==> config.mk <==
export PLATFORM = sky130hd
export DESIGN_NAME = seg_monitor
export DESIGN_NICKNAME = d
export VERILOG_FILES = /design/src/rtl/seg_monitor.sv
export SDC_FILE = /design/constraint.sdc
export NUM_CORES = 1
export LEC_CHECK = 0
export BUFFER_PORTS_ARGS = -buffer_cell sky130_fd_sc_hd__buf_2
export CORE_MARGIN = 5
export CORE_UTILIZATION = 49
export DETAILED_ROUTE_END_ITERATION = 16
export GPL_TIMING_DRIVEN = 0
export PLACE_DENSITY = 0.75
export SLEW_MARGIN = 15
export SYNTH_ARGS = -nofsm -noshare
export SYNTH_HDL_FRONTEND = slang
export SYNTH_SLANG_ARGS = --single-unit
==> constraint.sdc <==
create_clock -name CLK -period 2.7 [get_ports CLK]
set_clock_uncertainty 0.15 [all_clocks]
set_input_delay 0.135 -clock CLK [delete_from_list [all_inputs] [get_ports CLK]]
set_output_delay 0.135 -clock CLK [all_outputs]
set_load 0.1 [all_outputs]
==> src/rtl/seg_monitor.sv <==
// seg_monitor: receives the decade counter's 7-segment display bus, decodes
// each pattern captured on a rising edge of the divided tick, and checks the
// digit sequence against the selected count mode (up/down/hold/track-only).
// Reports lock, wrap and error events.
// Optional feature macro: SEGMON_ERRCNT_EN builds the saturating error counter;
// without it err_count is tied to zero.
module seg_monitor #(
    parameter int unsigned ERR_W = 8
) (
    input  logic             CLK,
    input  logic             rst,
    input  logic [6:0]       i_display,
    input  logic             i_tick,
    input  logic [1:0]       mode,
    output logic [3:0]       oQ,
    output logic             o_valid,
    output logic             o_lock,
    output logic             o_err,
    output logic             o_wrap,
    output logic [ERR_W-1:0] err_count
);

    typedef enum logic [0:0] {StIdle, StTrack} state_e;

    state_e     state_q;
    logic       tick_d;
    logic       sample_q;
    logic [6:0] disp_q;
    logic [1:0] mode_q;
    logic [1:0] last_mode_q;
    logic [3:0] prev_q;

    logic [3:0] dig;
    logic       dig_ok;
    logic [3:0] exp_dig;
    logic       check_en;
    logic       match;
    logic       wrap_hit;
    logic       err_now;

    // Decode the captured active-low gfedcba pattern; 4'hF marks invalid
    always_comb begin
        dig = 4'hF;
        case (disp_q)
            7'h40:   dig = 4'd0;
            7'h79:   dig = 4'd1;
            7'h24:   dig = 4'd2;
            7'h30:   dig = 4'd3;
            7'h19:   dig = 4'd4;
            7'h12:   dig = 4'd5;
            7'h02:   dig = 4'd6;
            7'h78:   dig = 4'd7;
            7'h00:   dig = 4'd8;
            7'h10:   dig = 4'd9;
            default: dig = 4'hF;
        endcase
    end

    // Expected digit for this sample and the check/wrap/error decisions
    always_comb begin
        exp_dig = prev_q;
        case (mode_q)
            2'b00:   exp_dig = (prev_q == 4'd9) ? 4'd0 : prev_q + 4'd1;
            2'b01:   exp_dig = (prev_q == 4'd0) ? 4'd9 : prev_q - 4'd1;
            default: exp_dig = prev_q;
        endcase
        dig_ok   = (dig != 4'hF);
        // A mode change since the last sample skips exactly one compare
        check_en = (state_q == StTrack) && (mode_q == last_mode_q) && (mode_q != 2'b11);
        match    = (dig == exp_dig);
        wrap_hit = check_en && match &&
                   (((mode_q == 2'b00) && (prev_q == 4'd9)) ||
                    ((mode_q == 2'b01) && (prev_q == 4'd0)));
        err_now  = sample_q && (!dig_ok || (check_en && !match));
    end

    // Tick edge capture, sequence FSM and registered event outputs
    always_ff @(posedge CLK) begin
        if (rst) begin
            // tick_d resets high so a tick already high at release is not a sample
            tick_d      <= 1'b1;
            sample_q    <= 1'b0;
            disp_q      <= 7'h7F;
            mode_q      <= 2'b00;
            last_mode_q <= 2'b00;
            prev_q      <= 4'd0;
            state_q     <= StIdle;
            oQ          <= 4'd0;
            o_valid     <= 1'b0;
            o_lock      <= 1'b0;
            o_err       <= 1'b0;
            o_wrap      <= 1'b0;
        end else begin
            tick_d   <= i_tick;
            sample_q <= i_tick & ~tick_d;
            if (i_tick & ~tick_d) begin
                disp_q <= i_display;
                mode_q <= mode;
            end
            o_valid <= 1'b0;
            o_err   <= err_now;
            o_wrap  <= 1'b0;
            if (sample_q) begin
                o_valid     <= 1'b1;
                oQ          <= dig;
                last_mode_q <= mode_q;
                case (state_q)
                    StIdle: begin
                        if (dig_ok) begin
                            state_q <= StTrack;
                            o_lock  <= 1'b1;
                            prev_q  <= dig;
                        end
                    end
                    StTrack: begin
                        if (!dig_ok) begin
                            state_q <= StIdle;
                            o_lock  <= 1'b0;
                        end else begin
                            // Mismatches resynchronise to the new digit too
                            prev_q <= dig;
                            o_wrap <= wrap_hit;
                        end
                    end
                    default: state_q <= StIdle;
                endcase
            end
        end
    end

`ifdef SEGMON_ERRCNT_EN
    // Saturating count of error pulses
    always_ff @(posedge CLK) begin
        if (rst) begin
            err_count <= '0;
        end else if (err_now && (err_count != {ERR_W{1'b1}})) begin
            err_count <= err_count + ERR_W'(1);
        end
    end
`else
    assign err_count = '0;
`endif

endmodule
==> results of run 1 <==
==> critical path: stages, from the launching register on <==
cell	delay, ns
sky130_fd_sc_hd__dfxtp_1	0.52
sky130_fd_sc_hd__nand3_1	0.15
sky130_fd_sc_hd__or4_1	0.44
sky130_fd_sc_hd__o2111ai_2	0.11
sky130_fd_sc_hd__xor2_1	0.09
sky130_fd_sc_hd__or4b_1	0.48
sky130_fd_sc_hd__a311o_1	0.32
sky130_fd_sc_hd__and3_1	0.18
==> Yosys cell counts, types with 2 or more instances <==
cell type	count	area, um2
sky130_fd_sc_hd__nand4_1	2	12.5
sky130_fd_sc_hd__or3b_2	2	17.5
sky130_fd_sc_hd__xnor2_1	2	17.5
sky130_fd_sc_hd__a31oi_1	2	12.5
sky130_fd_sc_hd__clkbuf_1	9	33.8
sky130_fd_sc_hd__nor4_2	2	25.0
sky130_fd_sc_hd__o21bai_1	2	15.0
sky130_fd_sc_hd__nand3b_1	4	30.0
sky130_fd_sc_hd__inv_1	6	22.5
sky130_fd_sc_hd__a311o_1	2	20.0
sky130_fd_sc_hd__or2_2	2	12.5
sky130_fd_sc_hd__mux2i_1	6	60.1
sky130_fd_sc_hd__ha_1	3	37.5
sky130_fd_sc_hd__nor2_1	19	71.3
sky130_fd_sc_hd__nor3_1	6	30.0
sky130_fd_sc_hd__o21ai_0	7	35.0
sky130_fd_sc_hd__dfxtp_1	26	521
sky130_fd_sc_hd__nand2_1	9	33.8
sky130_fd_sc_hd__a21oi_1	11	55.1
sky130_fd_sc_hd__nand3_1	3	15.0
sky130_fd_sc_hd__buf_4	8	60.1
sky130_fd_sc_hd__a211o_1	7	61.3
sky130_fd_sc_hd__nor2b_1	11	68.8
sky130_fd_sc_hd__nand2b_1	4	25.0
sky130_fd_sc_hd__xor2_1	2	17.5
sky130_fd_sc_hd__a211oi_1	4	30.0
==> registers in the layout (all words and copies together) (netlist names) <==
register / flops
disp_q: 7
oQ: 4
prev_q: 4
last_mode_q: 2
mode_q: 2
o_err: 1
o_lock: 1
o_valid: 1
o_wrap: 1
sample_q: 1
state_q: 1
tick_d: 1
==> report_power, final <==
| group | switching, uW | internal, uW | leakage, uW | total, uW |
|---|---|---|---|---|
| clock network | 122 | 150 | 0.0000279 | 272 |
| registers | 12.8 | 394 | 0.000212 | 407 |
| logic | 109 | 50.1 | 0.000530 | 159 |
==> through the flow <==
step,instance area [um2],utilization (%),setup slack [ns],power [uW],std cells
after floorplan,1530,-,0.0515,535,188
after global placement,1670,55.6,-0.188,557,240
after detailed placement,1670,55.6,-0.234,558,240
after CTS,1870,62.4,0.0432,844,257
after global routing,1900,63.3,0.0835,879,259
final,1900,63.3,0.178,838,259
==> what timing repair did <==
action                                  4_1_cts  5_1_grt
hold buffers                                 13        0
gates resized for setup                       7        7
endpoints found under the hold margin        13        0
endpoints found under the setup margin        2        2
setup buffers                                 1        3
pin swaps                                     1        2
gates cloned                                  0        0
==> cells by family after synthesis <==
group                      after synthesis  share of synthesized area (%)
AOI/OAI and AO/OA                       44                           20.1
xor gates and xnor gates                 4                           2.33
adders and majority gates                3                           2.49
buffers and inverters                   24                           8.06
DFF                                     26                           34.6
muxes                                    6                           3.99
other                                    1                          0.249
and+or+nand+nor                         73                           28.2
==> per-layer routing <==
layer / part of all wire, % / vias to the layer above / wire length, um
met5: 0 / - / 0
met4: 1.8 / 0 / 63
met3: 3.6 / 5 / 126
met2: 49 / 25 / 1730
met1: 46 / 631 / 1620
li1: - / 721 / -
==> worst max path at each step <==
stage | cells after the start | start | endpoint | slack (ns)
floorplan | 9 | prev_q[0] | o_wrap | 0.05
global placement | 9 | prev_q[0] | o_wrap | -0.19
detailed placement | 9 | prev_q[0] | o_wrap | -0.23
CTS | 9 | prev_q[1] | o_wrap | 0.04
global route | 7 | disp_q[5] | o_err | 0.08
finish | 7 | prev_q[2] | o_err | 0.18
==> layout make-up <==
type,count,area (um2)
clock inverter,1,30.0
tap,33,41.3
timing repair buffer,36,255
sequential,26,532
multi-input combinational,138,903
inverter,6,22.5
fill,287,1100
buffer,16,93.8
clock buffer,3,22.5
==> load_flow_metrics.sql, run 1 <==
INSERT INTO impl_metrics (metric_group, metric, value, unit) VALUES
('outcome', 'run_status', 'finished, final reports clean', ''),
('setup_path', 'critPathLaunchType', 'flip-flop', ''),
('placement', 'portBuffers', '19', ''),
('setup_path', 'worst-r2r-setup-slack', '0.18', 'ns'),
('grt', 'grt_use_met1', '23.1', '%'),
('clock_network', 'cts_buffers', '3', ''),
('pwr', 'vdd_drop_max', '0.428', 'mV'),
('sta', 'worstMarginPinSlew', '0.538', 'ns'),
('setup_path', 'worst-r2r-cell-count', '7', ''),
('sta', 'post-route-period-util', '93.4', '%'),
('cells_and_area', 'layout.cells.most_common', 'sky130_fd_sc_hd__dfxtp_1', ''),
('die', 'core_area', '3000', 'um2'),
('hold_path', 'holdCritStartpoint', 'oQ[2]', ''),
('grt', 'antenna_found_initial', '0', ''),
('sta', 'finalHoldWorstSlack', '0.341', 'ns'),
('setup_path', 'setup.worst_path.class', 'flip-flop to flip-flop', ''),
('detailed_routing', 'router_iterations_before_antenna_repair', '4', ''),
('clock_network', 'cts-root-buf', 'sky130_fd_sc_hd__clkbuf_4', ''),
('sta', 'post-route-min-period', '2.52', 'ns'),
('die', 'die_height', '65.4', 'um'),
('clock_network', 'clock_insertion_delay_worst_skew', '0.33', 'ns'),
('sta', 'setup-tns-final', '0', 'ns'),
('yosys', 'post_synthesis_instance_area', '1510', 'um2'),
('hold_path', 'hold_depth', '2', ''),
('cells_and_area', 'synthToLayoutAreaGrowth', '26.2', '%'),
('cells_and_area', 'num_antenna_cells', '0', ''),
('grt', 'global_route.overflow_total', '0', ''),
('sta', 'fmax', '0.396', 'GHz'),
('placement', 'post_dp_hpwl', '2.35', 'mm'),
('cells_and_area', 'mostFrequentLayoutCells', '21 x sky130_fd_sc_hd__dfxtp_1, 20 x sky130_fd_sc_hd__buf_2, 19 x sky130_fd_sc_hd__nor2_1, 13 x sky130_fd_sc_hd__dlygate4sd3_1, 12 x sky130_fd_sc_hd__buf_4', ''),
('sta', 'timing.slew.headroom', '64.1', '%'),
('clock_network', 'cts_max_level', '1', ''),
('placement', 'globalplace.congestion', '0.872', ''),
('yosys', 'synth_cell_types', '46', ''),
('detailed_routing', 'detail_route.drc_violations', '0', ''),
('pwr', 'pwr_dens', '441', 'nW/um2'),
('grt', 'globalRouteMet2Util', '32.1', '%'),
('sta', 'timing.final.max_slew_violations', '0', ''),
('sta', 'final_hold_viol_count', '0', ''),
('hold_path', 'whs_endpoint', 'oQ[2]', ''),
('yosys', 'dominantRegCellSynth', 'sky130_fd_sc_hd__dfxtp_1', ''),
('sta', 'unrepaired_setup_endpoints_after_global_routing', 'no', ''),
('yosys', 'asyncSetResetFlopFracSynth', '0', '%'),
('detailed_routing', 'detail_route.vias_per_cell', '5.34', ''),
('sta', 'finalSetupViolations', '0', ''),
('flow_run', 'cap_violations', '0', ''),
('clock_network', 'numClockSinks', '26', ''),
('setup_path', 'timing.rr.end', 'o_err', ''),
('detailed_routing', 'antenna_left', '0', ''),
('detailed_routing', 'drt-initial-drc-count', '69', ''),
('pwr', 'p_leak', '0.000769', 'uW'),
('clock_network', 'clock_tree.buffer_depth', '2', ''),
('hold_path', 'holdCritPathClass', 'flip-flop to flip-flop', ''),
('detailed_routing', 'routed_wire_length_per_instance', '13.7', 'um'),
('grt', 'first_pass_grt_wire_length', '6.22', 'mm'),
('die', 'die-width', '65.4', 'um'),
('die', 'std_cell_rows', '20', ''),
('cells_and_area', 'layout-drive-gt1-share', '24.3', '%'),
('yosys', 'synth.avg_cell_area', '8.32', 'um2'),
('grt', 'grt-busiest-layer', 'met2', ''),
('yosys', 'synth_enable_flop_cells', '0', ''),
('detailed_routing', 'postRouteWirelength', '3.55', 'mm'),
('die', 'fp.dieArea', '4280', 'um2'),
('setup_path', 'worst-path-max-fanout', '9', ''),
('grt', 'first_global_vias', '1340', ''),
('yosys', 'synth-seq-area-share', '34.6', '%'),
('clock_network', 'clkTransAtPathRegs', '0.15', 'ns'),
('clock_network', 'clock_tree_from_tritoncts', 'built', ''),
('yosys', 'yosys_register_bits', '26', ''),
('yosys', 'syn-instance-count', '181', ''),
('setup_path', 'cp.arrival', '2.62', 'ns'),
('grt', 'pin_count_of_the_biggest_net_entering_global_routing', '16', ''),
('die', 'initial_core_util', '50.2', '%'),
('grt', 'global_route.usage.met3', '2.05', '%'),
('die', 'floorplan.io_pins', '28', ''),
('setup_path', 'worstReg2RegStart', 'prev_q[2]', ''),
('cells_and_area', 'final_net_count', '242', ''),
('grt', 'grt_use_total', '18.5', '%'),
('detailed_routing', 'vias', '1382', ''),
('setup_path', 'worst_setup_path_end_kind', 'flip-flop', ''),
('setup_path', 'critPathRequiredTime', '2.80', 'ns'),
('yosys', 'synth_warnings', '0', '');
Power figures use the tool's default switching activity.
==> run 2, diff against run 1 <==
--- a/config.mk
+++ b/config.mk
@@ -5,7 +5,7 @@
 export SDC_FILE = /design/constraint.sdc
 export NUM_CORES = 1
 export LEC_CHECK = 0
-export BUFFER_PORTS_ARGS = -buffer_cell sky130_fd_sc_hd__buf_2
+export BUFFER_PORTS_ARGS = -buffer_cell sky130_fd_sc_hd__clkbuf_2
 export CORE_MARGIN = 5
 export CORE_UTILIZATION = 49
 export DETAILED_ROUTE_END_ITERATION = 16
==> load_flow_metrics.sql, run 2 (same netlist as run 1, synthesis figures left out) <==
INSERT INTO impl_metrics (metric_group, metric, value, unit) VALUES
('detailed_routing', 'top_signal_layer_used', 'met4', ''),
('sta', 'post-route-period-util', '93.3', '%'),
('placement', 'portBuffers', '19', ''),
('die', 'core_area', '3000', 'um2'),
('die', 'floorplan.io_pins', '28', ''),
('cells_and_area', 'largest_register_ffs', '7', ''),
('cells_and_area', 'post-route-util', '63.2', '%'),
('cells_and_area', 'mostFrequentLayoutCells', '22 x sky130_fd_sc_hd__dfxtp_1, 20 x sky130_fd_sc_hd__clkbuf_2, 19 x sky130_fd_sc_hd__nor2_1, 13 x sky130_fd_sc_hd__dlygate4sd3_1', ''),
('detailed_routing', 'wl_met1', '1.57', 'mm'),
('setup_path', 'worstReg2RegStart', 'disp_q[5]', ''),
('cells_and_area', 'synthToLayoutAreaGrowth', '26.0', '%'),
('cells_and_area', 'layout.cells.most_common', 'sky130_fd_sc_hd__dfxtp_1', ''),
('hold_path', 'holdCritStartpoint', 'oQ[2]', ''),
('placement', 'globalplace.congestion', '0.873', ''),
('cells_and_area', 'layout_top_registers', 'disp_q: 7 flops, oQ: 4 flops, prev_q: 4 flops', ''),
('cells_and_area', 'num_antenna_cells', '0', ''),
('clock_network', 'clkTransAtPathRegs', '0.14', 'ns'),
('pwr', 'vdd_drop_max', '0.297', 'mV'),
('detailed_routing', 'met3WireLength', '141', 'um'),
('grt', 'first_global_vias', '1306', ''),
('detailed_routing', 'antenna_left', '0', ''),
('flow_run', 'cap_violations', '0', ''),
('detailed_routing', 'postRouteWirelength', '3.54', 'mm'),
('pwr', 'total_power', '834', 'uW'),
('detailed_routing', 'vias', '1423', ''),
('clock_network', 'clock_tree.buffer_depth', '2', ''),
('detailed_routing', 'drt-initial-drc-count', '91', ''),
('grt', 'global_route.overflow_total', '0', ''),
('setup_path', 'cp.arrival', '2.61', 'ns'),
('clock_network', 'cts-root-buf', 'sky130_fd_sc_hd__clkbuf_4', ''),
('setup_path', 'critPathRequiredTime', '2.79', 'ns'),
('grt', 'first_pass_grt_wire_length', '5.87', 'mm'),
('detailed_routing', 'router_iterations_before_antenna_repair', '4', ''),
('sta', 'timing.slew.headroom', '62.9', '%'),
('die', 'die_height', '65.4', 'um'),
('placement', 'post_dp_hpwl', '2.37', 'mm'),
('clock_network', 'cts_max_level', '1', ''),
('die', 'fp.dieArea', '4280', 'um2'),
('sta', 'final_hold_viol_count', '0', ''),
('clock_network', 'numClockSinks', '26', ''),
('pwr', 'p_leak', '0.000769', 'uW'),
('clock_network', 'clock_tree_from_tritoncts', 'built', ''),
('setup_path', 'worst_setup_path_end_kind', 'flip-flop', ''),
('detailed_routing', 'detail_route.drc_violations', '0', ''),
('setup_path', 'timing.rr.end', 'o_err', ''),
('sta', 'post-route-min-period', '2.52', 'ns'),
('grt', 'antenna_found_initial', '0', ''),
('die', 'die-width', '65.4', 'um'),
('detailed_routing', 'detail_route.vias_per_cell', '5.52', ''),
('cells_and_area', 'fillCellCount', '261', ''),
('hold_path', 'holdCritPathClass', 'flip-flop to flip-flop', ''),
('setup_path', 'worst-r2r-setup-slack', '0.18', 'ns'),
('detailed_routing', 'met2RoutedLength', '1.79', 'mm'),
('setup_path', 'critPathLaunchType', 'flip-flop', ''),
('hold_path', 'whs_endpoint', 'oQ[2]', ''),
('detailed_routing', 'routed_wire_length_per_instance', '13.7', 'um'),
('grt', 'grt_use_total', '17.2', '%'),
('clock_network', 'cts_buffers', '3', ''),
('grt', 'pin_count_of_the_biggest_net_entering_global_routing', '16', ''),
('die', 'std_cell_rows', '20', ''),
('setup_path', 'setup.worst_path.class', 'flip-flop to flip-flop', ''),
('pwr', 'pwr_dens', '440', 'nW/um2'),
('sta', 'worstMarginPinSlew', '0.556', 'ns'),
('setup_path', 'worst-r2r-cell-count', '7', ''),
('sta', 'finalSetupViolations', '0', ''),
('cells_and_area', 'final_net_count', '241', ''),
('clock_network', 'clock_insertion_delay_worst_skew', '0.32', 'ns'),
('sta', 'unrepaired_setup_endpoints_after_global_routing', 'no', ''),
('sta', 'timing.final.max_slew_violations', '0', ''),
('outcome', 'run_status', 'finished, final reports clean', ''),
('hold_path', 'hold_depth', '2', ''),
('die', 'initial_core_util', '50.2', '%'),
('cells_and_area', 'register_name_with_the_most_flops', 'disp_q', ''),
('sta', 'fmax', '0.397', 'GHz'),
('setup_path', 'worst-path-max-fanout', '9', ''),
('cells_and_area', 'layout-drive-gt1-share', '22.7', '%');
[run 2: cell types whose count changed in the layout (fill, tap and decap cells not counted), sizes merged]
cell and delta:
clkbuf +19, buf -20
[run 2: layout make-up]
type / count / area [um2] / share of cell area, %
tap: 33 / 41.3 / 2.18
timing repair buffer: 35 / 248 / 13.1
clock buffer: 3 / 22.5 / 1.19
multi-input combinational: 138 / 908 / 47.9
buffer: 16 / 92.6 / 4.88
inverter: 6 / 22.5 / 1.19
sequential: 26 / 533 / 28.1
clock inverter: 1 / 30.0 / 1.58
[run 2: how the worst max path moves through the flow]
stage	from	endpoint	slack, ns
5_1_grt	mode_q[0]	o_err	0.08
2_1_floorplan	prev_q[0]	o_wrap	0.05
3_5_place_dp	prev_q[0]	o_wrap	-0.21
6_report	disp_q[5]	o_err	0.18
4_1_cts	prev_q[1]	o_wrap	0.07
3_3_place_gp	prev_q[0]	o_wrap	-0.19
[run 2: critical path, cell delays in order (launching register included)]
cell                       delay (ns)
sky130_fd_sc_hd__dfxtp_4         0.39
sky130_fd_sc_hd__or3_4           0.42
sky130_fd_sc_hd__nor4_4          0.21
sky130_fd_sc_hd__a31o_2          0.16
sky130_fd_sc_hd__nand3b_4        0.17
sky130_fd_sc_hd__or4b_1          0.45
sky130_fd_sc_hd__a311o_1         0.32
sky130_fd_sc_hd__and3_1          0.17
[run 2: power breakdown]
| part | internal [uW] | switching (uW) |
|---|---|---|
| Sequential | 393 | 13.8 |
| Combinational | 50.0 | 110 |
| Clock | 150 | 117 |
| Total | 593 | 241 |
[run 2: layer usage]
metal  up-vias  track usage, %
met2        28            30.5
met3         4            1.88
met5         -               0
met4         0            5.44
li1        720               -
met1       671            21.7
[run 2: repair_timing]
action | 4_1_cts | 5_1_grt
setup endpoints to repair | 2 | 1
pin swaps | 1 | 2
resized for setup | 8 | 4
hold endpoints to repair | 12 | 0
setup buffers | 1 | 2
gates cloned | 0 | 0
hold buffers | 13 | 0
[run 2: through the flow]
step / setup slack (ns) / TNS [ns] / hold WS [ns] / instances / cell area (um2)
3_5_place_dp: -0.207 / -0.344 / 0.186 / 240 / 1670
5_1_grt: 0.0833 / 0 / 0.367 / 258 / 1900
4_1_cts: 0.0722 / 0 / 0.353 / 257 / 1870
2_1_floorplan: 0.0515 / 0 / 0.0566 / 188 / 1530
3_3_place_gp: -0.191 / -0.309 / 0.186 / 240 / 1670
6_report: 0.180 / 0 / 0.350 / 258 / 1900
==> run 3, diff against run 2 <==
--- a/config.mk
+++ b/config.mk
@@ -6,11 +6,12 @@
 export NUM_CORES = 1
 export LEC_CHECK = 0
 export BUFFER_PORTS_ARGS = -buffer_cell sky130_fd_sc_hd__clkbuf_2
-export CORE_MARGIN = 5
 export CORE_UTILIZATION = 49
+export CTS_CLUSTER_DIAMETER = 80
 export DETAILED_ROUTE_END_ITERATION = 16
 export GPL_TIMING_DRIVEN = 0
 export PLACE_DENSITY = 0.75
+export RECOVER_POWER = 25
 export SLEW_MARGIN = 15
 export SYNTH_ARGS = -nofsm -noshare
 export SYNTH_HDL_FRONTEND = slang
==> load_flow_metrics.sql, run 3 (same netlist as run 1, synthesis figures left out) <==
INSERT INTO impl_metrics (metric_group, metric, value, unit) VALUES
('clock_network', 'clock_tree_from_tritoncts', 'built', ''),
('clock_network', 'cts-root-buf', 'sky130_fd_sc_hd__clkbuf_4', ''),
('sta', 'final_hold_viol_count', '0', ''),
('setup_path', 'worst-path-max-fanout', '9', ''),
('grt', 'global_route.overflow_total', '0', ''),
('placement', 'post_dp_hpwl', '2.45', 'mm'),
('die', 'die_height', '57.4', 'um'),
('cells_and_area', 'num_antenna_cells', '0', ''),
('cells_and_area', 'final_net_count', '240', ''),
('cells_and_area', 'cell_count_final_fillers_out', '255', ''),
('die', 'fp.dieArea', '3300', 'um2'),
('setup_path', 'cp.arrival', '2.70', 'ns'),
('setup_path', 'crit_buf_inv', '0', ''),
('sta', 'timing.final.max_slew_violations', '0', ''),
('sta', 'post-route-period-util', '96.8', '%'),
('clock_network', 'numClockSinks', '26', ''),
('die', 'floorplan.io_pins', '28', ''),
('sta', 'fmax', '0.383', 'GHz'),
('die', 'die-width', '57.4', 'um'),
('grt', 'pin_count_of_the_biggest_net_entering_global_routing', '15', ''),
('outcome', 'violations', 'design-rule violations', ''),
('grt', 'first_global_vias', '1355', ''),
('pwr', 'vdd_drop_max', '0.355', 'mV'),
('grt', 'first_pass_grt_wire_length', '5.97', 'mm'),
('setup_path', 'worst_setup_path_end_kind', 'flip-flop', ''),
('cells_and_area', 'register_name_with_the_most_flops', 'disp_q', ''),
('pwr', 'total_power', '762', 'uW'),
('clock_network', 'clkTransAtPathRegs', '0.14', 'ns'),
('setup_path', 'critPathLaunchType', 'flip-flop', ''),
('die', 'initial_core_util', '53.3', '%'),
('detailed_routing', 'detail_route.vias_per_cell', '5.60', ''),
('grt', 'grt_use_total', '23.4', '%'),
('detailed_routing', 'postRouteWirelength', '3.54', 'mm'),
('sta', 'timing.slew.headroom', '22.9', '%'),
('cells_and_area', 'synthToLayoutAreaGrowth', '22.8', '%'),
('sta', 'final_worst_slack', '0.0867', 'ns'),
('cells_and_area', 'mostFrequentLayoutCells', '23 x sky130_fd_sc_hd__dfxtp_1, 19 x sky130_fd_sc_hd__nor2_1, 13 x sky130_fd_sc_hd__clkbuf_1, 13 x sky130_fd_sc_hd__dlygate4sd3_1, 12 x sky130_fd_sc_hd__clkbuf_2', ''),
('cells_and_area', 'post-route-util', '65.4', '%'),
('detailed_routing', 'routed_wire_length_per_instance', '13.9', 'um'),
('setup_path', 'cpMaxStageDelayCell', 'sky130_fd_sc_hd__or4b_1', ''),
('clock_network', 'clock_tree.buffer_depth', '2', ''),
('detailed_routing', 'antenna_left', '0', ''),
('detailed_routing', 'drt-initial-drc-count', '65', ''),
('setup_path', 'critPathMaxStageDelay', '0.45', 'ns'),
('cells_and_area', 'layout-drive-gt1-share', '18.3', '%'),
('flow_run', 'cap_violations', '0', ''),
('detailed_routing', 'vias', '1427', ''),
('die', 'std_cell_rows', '19', ''),
('clock_network', 'clock_insertion_delay_worst_skew', '0.32', 'ns'),
('sta', 'finalSetupViolations', '0', ''),
('pwr', 'pwr_dens', '412', 'nW/um2'),
('setup_path', 'critPathRequiredTime', '2.79', 'ns'),
('placement', 'place_ws', '-0.244', 'ns'),
('sta', 'post-route-min-period', '2.61', 'ns'),
('cells_and_area', 'layout_top_registers', 'disp_q: 7 flops, oQ: 4 flops, prev_q: 4 flops', ''),
('placement', 'placed_cells_incl_taps', '238', ''),
('setup_path', 'kind_of_cell_adding_the_most_delay_to_the_critical_path', 'simple AND/OR/NAND/NOR gates', ''),
('outcome', 'run_status', 'finished, violations left', ''),
('die', 'core_area', '2830', 'um2'),
('cells_and_area', 'largest_register_ffs', '7', ''),
('sta', 'worstMarginPinSlew', '1.16', 'ns'),
('setup_path', 'crit_chain', 'or3_4 > nor4_2 > a31o_2 > nand3b_4 > or4b_1 > a311o_1 > and3_1', ''),
('placement', 'portBuffers', '19', ''),
('sta', 'setup-tns-final', '0', 'ns'),
('detailed_routing', 'detail_route.drc_violations', '1', ''),
('pwr', 'p_leak', '0.000717', 'uW'),
('clock_network', 'cts_max_level', '1', ''),
('cells_and_area', 'layout.cells.most_common', 'sky130_fd_sc_hd__dfxtp_1', ''),
('clock_network', 'cts_buffers', '3', ''),
('placement', 'globalplace.congestion', '0.831', ''),
('sta', 'unrepaired_setup_endpoints_after_global_routing', 'no', ''),
('detailed_routing', 'router_iterations_before_antenna_repair', '10', ''),
('hold_path', 'holdCritPathClass', 'flip-flop to flip-flop', ''),
('setup_path', 'setup.worst_path.class', 'flip-flop to flip-flop', ''),
('grt', 'antenna_found_initial', '0', '');
run 3: cell count changes in the layout (fill, tap and decap cells not counted):
cell,delta
sky130_fd_sc_hd__clkbuf_2,-8
sky130_fd_sc_hd__nor4_2,+1
sky130_fd_sc_hd__dfxtp_4,-1
sky130_fd_sc_hd__buf_1,+1
sky130_fd_sc_hd__nor4_4,-1
sky130_fd_sc_hd__clkbuf_8,+1
sky130_fd_sc_hd__clkbuf_1,+7
sky130_fd_sc_hd__dfxtp_1,+1
sky130_fd_sc_hd__buf_4,-1
sky130_fd_sc_hd__bufinv_16,-1
run 3: worst paths after layout:
check        startpoint     to  slack [ns]  cells past startpoint
min reg2reg       oQ[2]  oQ[2]        0.34                      2
max reg2reg   disp_q[5]  o_err        0.09                      7
max           disp_q[5]  o_err        0.09                      7
min               oQ[2]  oQ[2]        0.34                      2
run 3: stage by stage:
step	hold slack (ns)	area [um2]
final	0.341	1850
after global routing	0.360	1850
after CTS	0.343	1860
after detailed placement	0.192	1670
after global placement	0.184	1670
after floorplan	0.0566	1530
run 3: per-layer routing:
metal | vias up | GRT usage [%] | wire [um]
met4 | 0 | 10.1 | 75
li1 | 717 | - | -
met3 | 7 | 3.40 | 123
met2 | 33 | 41.5 | 1820
met5 | - | 0 | 0
met1 | 670 | 27.9 | 1510
run 3: worst register-to-register path: cells and delay by family, from the launching register on:
family             cells  cell delay (ns)
AOI/OAI and AO/OA      2             0.56
DFF                    1             0.37
and+or+nand+nor        5             1.43
run 3: final cells by class:
cell class                      instances  area, um2
Sequential cell                        26        529
Clock buffer                            4       36.3
Multi-Input combinational cell        138        900
Buffer                                 16       91.3
Fill cell                             244        980
Tap cell                               31       38.8
Timing Repair Buffer                   34        231
Inverter                                6       22.5
run 3: where the power goes:
part           internal [uW]  total, uW  switching (uW)
Combinational           49.2        158             109
Sequential               393        407            13.1
Clock                   82.6        197             115
run 3: what timing repair did:
item	CTS	global route
pin swaps	0	1
gates resized for setup	7	1
hold buffers	13	0
setup endpoints to repair	2	2
endpoints found under the hold margin	12	0
setup buffers	2	0
